### src/rtl/popcount_share_ctrl_pkg.sv
// ---------------------------------------------------------------------------
// popcount_ctrl_pkg
//
// Shared definitions for the popcount sharing controller:
//   IN_W       width of one input beat fed to the popcount unit
//   PC_W       width of the popcount unit result
//   MAX_ACC_W  widest accumulator the saturating adder supports
//   ctrl_state_t  controller states (ARB: no owner, BURST: owner locked)
//   sat_add    saturating accumulate of a popcount into an accumulator
// ---------------------------------------------------------------------------
package popcount_ctrl_pkg;

   localparam int IN_W      = 28;
   localparam int PC_W      = 5;
   localparam int MAX_ACC_W = 32;

   typedef enum logic {
      ARB   = 1'b0,
      BURST = 1'b1
   } ctrl_state_t;

   typedef struct packed {
      logic                 ovf;
      logic [MAX_ACC_W-1:0] sum;
   } sat_res_t;

   // Adds a popcount to an accumulator that is accW bits wide. The sum is
   // formed one bit wider than the widest accumulator so the carry is never
   // lost. Anything above 2^accW-1 is clamped and flagged as overflow.
   // Callers pass their accumulator zero-extended to MAX_ACC_W bits.
   function automatic sat_res_t sat_add(input logic [MAX_ACC_W-1:0] acc,
                                        input logic [PC_W-1:0]      pc,
                                        input int                   accW);
      logic [MAX_ACC_W:0] full;
      logic [MAX_ACC_W:0] maxVal;
      sat_res_t           res;
      full   = {1'b0, acc} + {{(MAX_ACC_W + 1 - PC_W){1'b0}}, pc};
      maxVal = ({{MAX_ACC_W{1'b0}}, 1'b1} << accW) - {{MAX_ACC_W{1'b0}}, 1'b1};
      if (full > maxVal) begin
         res.ovf = 1'b1;
         res.sum = maxVal[MAX_ACC_W-1:0];
      end else begin
         res.ovf = 1'b0;
         res.sum = full[MAX_ACC_W-1:0];
      end
      return res;
   endfunction

endpackage

### src/rtl/popcount_share_ctrl_arbiter.sv
// ---------------------------------------------------------------------------
// rr_arbiter
//
// Purely combinational round-robin arbiter. Picks the first asserted request
// scanning upward from ptr and wrapping around.
//   req  in   NREQ   request vector
//   ptr  in   PTR_W  index that has highest priority this cycle
//   gnt  out  NREQ   one-hot grant, all zero when no request is asserted
// ---------------------------------------------------------------------------
module rr_arbiter #(
   parameter int NREQ  = 4,
   parameter int PTR_W = $clog2(NREQ)
) (
   input  logic [NREQ-1:0]  req,
   input  logic [PTR_W-1:0] ptr,
   output logic [NREQ-1:0]  gnt
);

   logic [NREQ-1:0] rotReq;
   logic            found;
   int              pick;

   // Rotate the request vector so that bit 0 is the requester at ptr, take
   // the lowest set bit of the rotated vector, then map that position back
   // to the real requester index modulo NREQ.
   always_comb begin
      rotReq = NREQ'({req, req} >> ptr);
      found  = 1'b0;
      pick   = 0;
      for (int k = 0; k < NREQ; k++) begin
         if (!found && rotReq[k]) begin
            found = 1'b1;
            pick  = (int'(ptr) + k) % NREQ;
         end
      end
      gnt = '0;
      for (int i = 0; i < NREQ; i++) begin
         gnt[i] = found && (pick == i);
      end
   end

endmodule

### src/rtl/popcount_share_ctrl.sv
// ---------------------------------------------------------------------------
// popcount_share_ctrl
//
// Shares one external combinational 28-input popcount unit among NREQ
// requesters. Arbitrates round-robin, locks the unit to one owner for a
// multi-beat transaction, accumulates the popcount of every beat into a
// saturating sum and returns one result per transaction.
//   clk, rst    clock (rising edge), asynchronous active-high reset
//   req_valid   per-requester beat valid
//   req_last    per-requester final beat of a transaction
//   req_data    per-requester 28-bit beat, requester i at [28*i+27:28*i]
//   req_ready   per-requester beat accept (one-hot or zero)
//   pc_in       vector driven to the popcount unit (zero when idle)
//   pc_out      popcount of pc_in, combinational
//   rsp_valid   result available
//   rsp_ready   result consumed
//   rsp_id      requester that owns the result
//   rsp_sum     saturated popcount sum of the transaction
//   rsp_sat     sum saturated during the transaction
// ACC_W may not exceed popcount_ctrl_pkg::MAX_ACC_W.
// ---------------------------------------------------------------------------
module popcount_share_ctrl
   import popcount_ctrl_pkg::*;
#(
   parameter int NREQ  = 4,
   parameter int ACC_W = 8,
   parameter int ID_W  = $clog2(NREQ)
) (
   input  logic                   clk,
   input  logic                   rst,
   input  logic [NREQ-1:0]        req_valid,
   input  logic [NREQ-1:0]        req_last,
   input  logic [NREQ*IN_W-1:0]   req_data,
   output logic [NREQ-1:0]        req_ready,
   output logic [IN_W-1:0]        pc_in,
   input  logic [PC_W-1:0]        pc_out,
   output logic                   rsp_valid,
   input  logic                   rsp_ready,
   output logic [ID_W-1:0]        rsp_id,
   output logic [ACC_W-1:0]       rsp_sum,
   output logic                   rsp_sat
);

   ctrl_state_t       state_q, state_d;
   logic [ID_W-1:0]   rrPtr_q, rrPtr_d;
   logic [ID_W-1:0]   owner_q, owner_d;
   logic [ACC_W-1:0]  acc_q, acc_d;
   logic              sat_q, sat_d;
   logic              rspValid_q, rspValid_d;
   logic [ID_W-1:0]   rspId_q, rspId_d;
   logic [ACC_W-1:0]  rspSum_q, rspSum_d;
   logic              rspSat_q, rspSat_d;

   logic [NREQ-1:0]   arbGnt;
   logic [NREQ-1:0]   gnt;
   logic [ID_W-1:0]   gntIdx;
   logic              canAccept;
   logic              beatAcc;
   logic              lastAcc;
   sat_res_t          addRes;
   logic [ACC_W-1:0]  addSum;
   logic              addOvf;

   rr_arbiter #(
      .NREQ  (NREQ),
      .PTR_W (ID_W)
   ) uArb (
      .req (req_valid),
      .ptr (rrPtr_q),
      .gnt (arbGnt)
   );

   // Grant and datapath. In ARB the arbiter picks a requester; in BURST only
   // the owner may proceed, even if it has dropped valid. A pending response
   // that is not being consumed blocks every beat, so a result is never
   // overwritten. Beats are also refused while reset is asserted so that
   // req_ready and pc_in sit at their idle values during reset. pc_in is
   // forced to zero unless a beat is actually being accepted to avoid
   // toggling the popcount unit needlessly.
   always_comb begin
      canAccept = !rst && (!rspValid_q || rsp_ready);
      gnt       = '0;
      if (state_q == BURST) begin
         for (int i = 0; i < NREQ; i++) begin
            gnt[i] = (owner_q == ID_W'(i));
         end
      end else begin
         gnt = arbGnt;
      end
      req_ready = canAccept ? (gnt & req_valid) : '0;
      gntIdx    = '0;
      for (int i = 0; i < NREQ; i++) begin
         if (gnt[i]) begin
            gntIdx = ID_W'(i);
         end
      end
      pc_in = '0;
      for (int i = 0; i < NREQ; i++) begin
         if (req_ready[i]) begin
            pc_in = req_data[IN_W*i +: IN_W];
         end
      end
      beatAcc = |req_ready;
      lastAcc = |(req_ready & req_last);
      addRes  = sat_add(MAX_ACC_W'(acc_q), pc_out, ACC_W);
      addSum  = ACC_W'(addRes.sum);
      addOvf  = addRes.ovf;
   end

   // Next-state logic. A consumed response clears rsp_valid first; a last
   // beat accepted in the same cycle then reloads the response registers and
   // sets rsp_valid again, so back-to-back results flow at one per cycle.
   // A non-last beat locks the owner and moves to BURST; a last beat hands
   // priority to the requester after the one just served.
   always_comb begin
      state_d    = state_q;
      rrPtr_d    = rrPtr_q;
      owner_d    = owner_q;
      acc_d      = acc_q;
      sat_d      = sat_q;
      rspValid_d = rspValid_q;
      rspId_d    = rspId_q;
      rspSum_d   = rspSum_q;
      rspSat_d   = rspSat_q;
      if (rspValid_q && rsp_ready) begin
         rspValid_d = 1'b0;
      end
      if (beatAcc) begin
         if (lastAcc) begin
            rspSum_d   = addSum;
            rspSat_d   = sat_q | addOvf;
            rspId_d    = gntIdx;
            rspValid_d = 1'b1;
            acc_d      = '0;
            sat_d      = 1'b0;
            rrPtr_d    = (gntIdx == ID_W'(NREQ - 1)) ? '0 : gntIdx + ID_W'(1);
            state_d    = ARB;
         end else begin
            acc_d   = addSum;
            sat_d   = sat_q | addOvf;
            owner_d = gntIdx;
            state_d = BURST;
         end
      end
   end

   // State registers. Reset drops any partial transaction; the requester has
   // to start it again from its first beat.
   always_ff @(posedge clk or posedge rst) begin
      if (rst) begin
         state_q    <= ARB;
         rrPtr_q    <= '0;
         owner_q    <= '0;
         acc_q      <= '0;
         sat_q      <= 1'b0;
         rspValid_q <= 1'b0;
         rspId_q    <= '0;
         rspSum_q   <= '0;
         rspSat_q   <= 1'b0;
      end else begin
         state_q    <= state_d;
         rrPtr_q    <= rrPtr_d;
         owner_q    <= owner_d;
         acc_q      <= acc_d;
         sat_q      <= sat_d;
         rspValid_q <= rspValid_d;
         rspId_q    <= rspId_d;
         rspSum_q   <= rspSum_d;
         rspSat_q   <= rspSat_d;
      end
   end

   assign rsp_valid = rspValid_q;
   assign rsp_id    = rspId_q;
   assign rsp_sum   = rspSum_q;
   assign rsp_sat   = rspSat_q;

endmodule

### config.mk
export PLATFORM = sky130hd
export DESIGN_NAME = popcount_share_ctrl
export DESIGN_NICKNAME = d
export VERILOG_FILES = /design/src/rtl/popcount_share_ctrl_pkg.sv /design/src/rtl/popcount_share_ctrl_arbiter.sv /design/src/rtl/popcount_share_ctrl.sv
export SDC_FILE = /design/constraint.sdc
export NUM_CORES = 1
export LEC_CHECK = 0
export CAP_MARGIN = 10
export CORE_MARGIN = 4
export CORE_UTILIZATION = 34
export CTS_CLUSTER_DIAMETER = 80
export DETAILED_ROUTE_END_ITERATION = 7
export PLACE_DENSITY = 0.81
export SETUP_SLACK_MARGIN = 0.3
export SYNTH_ARGS = -nofsm -noshare
export SYNTH_HDL_FRONTEND = slang
export SYNTH_SLANG_ARGS = --single-unit
### constraint.sdc
create_clock -name clk -period 3.2 [get_ports clk]
set_input_delay 0.64 -clock clk [delete_from_list [all_inputs] [get_ports clk]]
set_output_delay 0.64 -clock clk [all_outputs]
set_load 0.1 [all_outputs]
==> impl_metrics.json <==
{
  "run_status": "finished, violations left",
  "violations": "negative setup slack",
  "number_of_buffers_between_clock_root_and_the_deepest_sink": 2,
  "synth-edff-count": 0,
  "syn_avg_cell_area_sq_um": 8.22,
  "seqCellArea_sq_um": 656,
  "fin_cells": 571,
  "yosysWarnings": 0,
  "max_cap_viol_count": 0,
  "antenna_cells": 0,
  "share_comb_of_total_power_pct": 84.9,
  "die_width_um": 89.7,
  "netSwitchingPower_mw": 3.11,
  "p_int_mw": 2.42,
  "hpwl_mm": 8.55,
  "io_buffers": 171,
  "overflow": 0,
  "clk_pin_slew_ns": 0.09,
  "antenna_found_initial": 0,
  "p_per_area_nw_per_um2": 967,
  "clock_skew_ns": 0.00935,
  "netlist-cell-type-count": 52,
  "ys_dominant_reg_cell": "sky130_fd_sc_hd__dfrtp_1",
  "drt-pass1-iter-count": 5,
  "routed_via_density": 5.82,
  "crit_fanout": 8,
  "critPathKind": "primary input to primary output",
  "seq_area_frac_synth_pct": 28.7,
  "fp.dieArea_sq_um": 8040,
  "critPathRequiredTime_ns": 2.56,
  "worstPathBufferInverterCount": 6,
  "wl_per_cell_um": 24.4,
  "pin_count": 172,
  "end_kind": "primary output",
  "worst_setup_path_start_kind": "primary input",
  "std_cell_rows": 29,
  "placed_cells_incl_taps": 542,
  "worst_skew_pair.late_latency_ns": 0.27,
  "grt_usage_pct": 28.4,
  "timing.final.setup_violations": 22,
  "layout_setup_ws_ns": -0.0970,
  "first_global_vias": 3298,
  "vias": 3321,
  "grt_max_degree": 32,
  "start_util_pct": 35.3,
  "drv_slew": 0,
  "netlist_instances": 276,
  "yosys_register_bits": 26,
  "core_region_area_sq_um": 6420,
  "dieHeight_um": 89.7,
  "drtIter0Drc": 118,
  "synthesis.nets": 410,
  "setup_repair_after_global_routing_missed_its_margin": "true",
  "final_min_period_over_clock_period_pct": 103,
  "sink_count_of_the_clock_tree": 26,
  "totalWireLength_mm": 13.9,
  "ant_nets": 0,
  "crit_family": "buffers and inverters",
  "grt_first_pass_wirelength_mm": 17.3,
  "clock_power_share_pct": 3.4,
  "dp_slack_ns": -0.399,
  "share_seq_of_total_power_pct": 11.7,
  "filler_cell_count": 275,
  "worst_slew_margin_rel_pct": 62.7,
  "multi_input_area_sq_um": 2150,
  "clock_tree_from_tritoncts": "built",
  "power_leakage_nw": 2.38,
  "cts_hold_buffers": 0,
  "numCtsBuffers": 3,
  "holdCritPathClass": "primary input to asynchronous set/reset pin",
  "fmax_mhz": 303,
  "hold_viol": 0,
  "layout-area-overhead-vs-synth_pct": 152,
  "globalplace.congestion": 0.816,
  "critical_path.slowest_cell": "sky130_fd_sc_hd__clkdlybuf4s15_1",
  "drive_gt1_share_pct": 46.6,
  "h-tree-depth": 1,
  "post-route-drc-count": 0,
  "whs_ns": 0.397,
  "clk_root_buffer_cell": "sky130_fd_sc_hd__clkbuf_8",
  "total_standard_cell_area_after_synthesis_sq_um": 2270,
  "timing.critical_path.arrival_ns": 2.66,
  "max_stage_delay_ns": 0.38,
  "ir_drop_uv": 942,
  "crit_path_cell_trace": "clkdlybuf4s15_1 -> a21oi_1 -> or2_4 -> buf_6 -> o41ai_4 -> buf_4 -> buf_6 -> buf_12 -> nand2_1 -> o21ai_4 -> buf_12",
  "async_set_or_reset_flop_fraction_in_the_synthesized_netlist_pct": 100,
  "power.share.switching_pct": 56.3,
  "nets": 629,
  "layout_min_cycle_time_ns": 3.30,
  "timing_worst_slew_pin_value_ns": 0.559
}
kinds of logic after synthesis:
| logic type | after synthesis | share of synthesized area [%] |
|---|---|---|
| AO/OA/AOI/OAI | 98 | 33.5 |
| XOR/XNOR | 6 | 2.32 |
| adder cells (fa/ha/maj) | 6 | 3.64 |
| buffers and inverters | 30 | 5.90 |
| flip-flops | 26 | 28.7 |
| multiplexers | 12 | 6.40 |
| AND/OR/NAND/NOR | 98 | 19.5 |
per-layer routing:
layer  wire, um  track usage (%)
met1       4660             30.7
met2       7470             53.1
met3       1150             7.03
met4        646             10.1
met5          0                0
cells in the mapped netlist, types with 3 or more instances:
library cell,n,share of area (%)
sky130_fd_sc_hd__xnor2_1,3,1.2
sky130_fd_sc_hd__o21ai_0,10,2.2
sky130_fd_sc_hd__a22o_1,6,2.3
sky130_fd_sc_hd__a21oi_1,14,3.1
sky130_fd_sc_hd__mux2i_1,4,1.8
sky130_fd_sc_hd__clkbuf_1,12,2.0
sky130_fd_sc_hd__inv_1,7,1.2
sky130_fd_sc_hd__nand4_1,4,1.1
sky130_fd_sc_hd__buf_2,5,1.1
sky130_fd_sc_hd__ha_1,5,2.8
sky130_fd_sc_hd__xor2_1,3,1.2
sky130_fd_sc_hd__a221oi_1,15,5.8
sky130_fd_sc_hd__dfrtp_1,26,29
sky130_fd_sc_hd__nand3_1,8,1.8
sky130_fd_sc_hd__nor2b_1,5,1.4
sky130_fd_sc_hd__nand2_1,41,6.8
sky130_fd_sc_hd__o41ai_2,3,2.2
sky130_fd_sc_hd__nor2_1,25,4.1
sky130_fd_sc_hd__and3_1,3,0.83
sky130_fd_sc_hd__nand2b_1,3,0.83
sky130_fd_sc_hd__o21ai_1,6,1.3
sky130_fd_sc_hd__mux2_2,3,1.5
sky130_fd_sc_hd__mux2_4,4,2.6
sky130_fd_sc_hd__a22oi_1,26,8.6
worst register-to-register path, cell delays in order (launching register included):
cell,delay [ns]
sky130_fd_sc_hd__dfrtp_2,0.45
sky130_fd_sc_hd__mux2i_4,0.28
sky130_fd_sc_hd__o22ai_4,0.11
sky130_fd_sc_hd__buf_6,0.12
sky130_fd_sc_hd__a21oi_4,0.19
sky130_fd_sc_hd__o41a_4,0.21
sky130_fd_sc_hd__clkinv_4,0.06
sky130_fd_sc_hd__buf_6,0.13
sky130_fd_sc_hd__buf_16,0.14
sky130_fd_sc_hd__buf_8,0.12
sky130_fd_sc_hd__buf_6,0.11
sky130_fd_sc_hd__a22oi_2,0.22
sky130_fd_sc_hd__buf_4,0.18
sky130_fd_sc_hd__nand2_8,0.10
sky130_fd_sc_hd__mux2_4,0.35
layout make-up:
class,count,area share (%)
clock buffers,4,0.789
inverters,8,0.613
multi-input cells,220,37.7
flip-flops and latches,26,11.5
well taps,77,1.69
repair buffers,236,47.7
power by group through the flow:
| stage | registers, mW | logic (mW) | clock network, mW |
|---|---|---|---|
| after floorplan | 1.11 | 2.35 | 0 |
| after CTS | 0.627 | 4.45 | 0.196 |
| after global routing | 0.662 | 4.84 | 0.206 |
| after global placement | 0.625 | 4.12 | 0 |
| after detailed placement | 0.634 | 4.19 | 0 |
| final | 0.646 | 4.69 | 0.190 |
path summary, 6_finish.rpt:
| kind | slack, ns | cells after the start | to | startpoint |
|---|---|---|---|---|
| setup / recovery | -0.1 | 11 | pc_in[10] | req_valid[3] |
| hold / removal | 0.40 | 2 | rsp_valid | rst |
| setup reg to reg | 0.29 | 14 | rsp_sum[7] | rrPtr_q[1] |
| hold reg to reg | 0.51 | 2 | rsp_id[0] | rsp_id[0] |
| max in group asynchronous | 2.29 | 3 | rrPtr_q[1] | rst |
| min in group clk | 0.51 | 2 | rsp_id[0] | rsp_id[0] |
registers in the layout, indices dropped and copies added, names as in the netlist:
name	count
state_q	1
sat_q	1
owner_q	2
rsp_sat	1
rsp_valid	1
rrPtr_q	2
acc_q	8
rsp_sum	8
rsp_id	2
placed cells by master, fill, tap and decap left out, drive strengths merged, types with 3 or more instances in the layout:
cell type,instances
buf,109
mux2,8
o21ai,16
nand2,42
a21oi,15
and3,3
xor2,3
ha,5
or2,4
nand2b,3
dfrtp,26
nand4,4
clkdlybuf4s50,121
clkbuf,7
a221oi,16
nor2b,5
mux2i,4
a22o,6
inv,7
nor2,25
o41ai,4
xnor2,3
nand3,8
a22oi,27
stage by stage:
step	util, %	total power, mW	area, sq um	setup TNS (ns)
floorplan	-	3.46	2720	0
global placement	77.7	4.75	4990	-13.36
detailed placement	77.7	4.83	4990	-16.55
CTS	84.9	5.27	5460	0
global route	88.9	5.71	5710	-1.67
finish	88.9	5.52	5710	-1.41
what timing repair did:
item	4_1_cts	5_1_grt
buffers inserted	13	5
cloned	4	3
setup endpoints to repair	56	40
resized for setup	72	37
pin swaps	16	18
(Power assumes the default switching activity.)
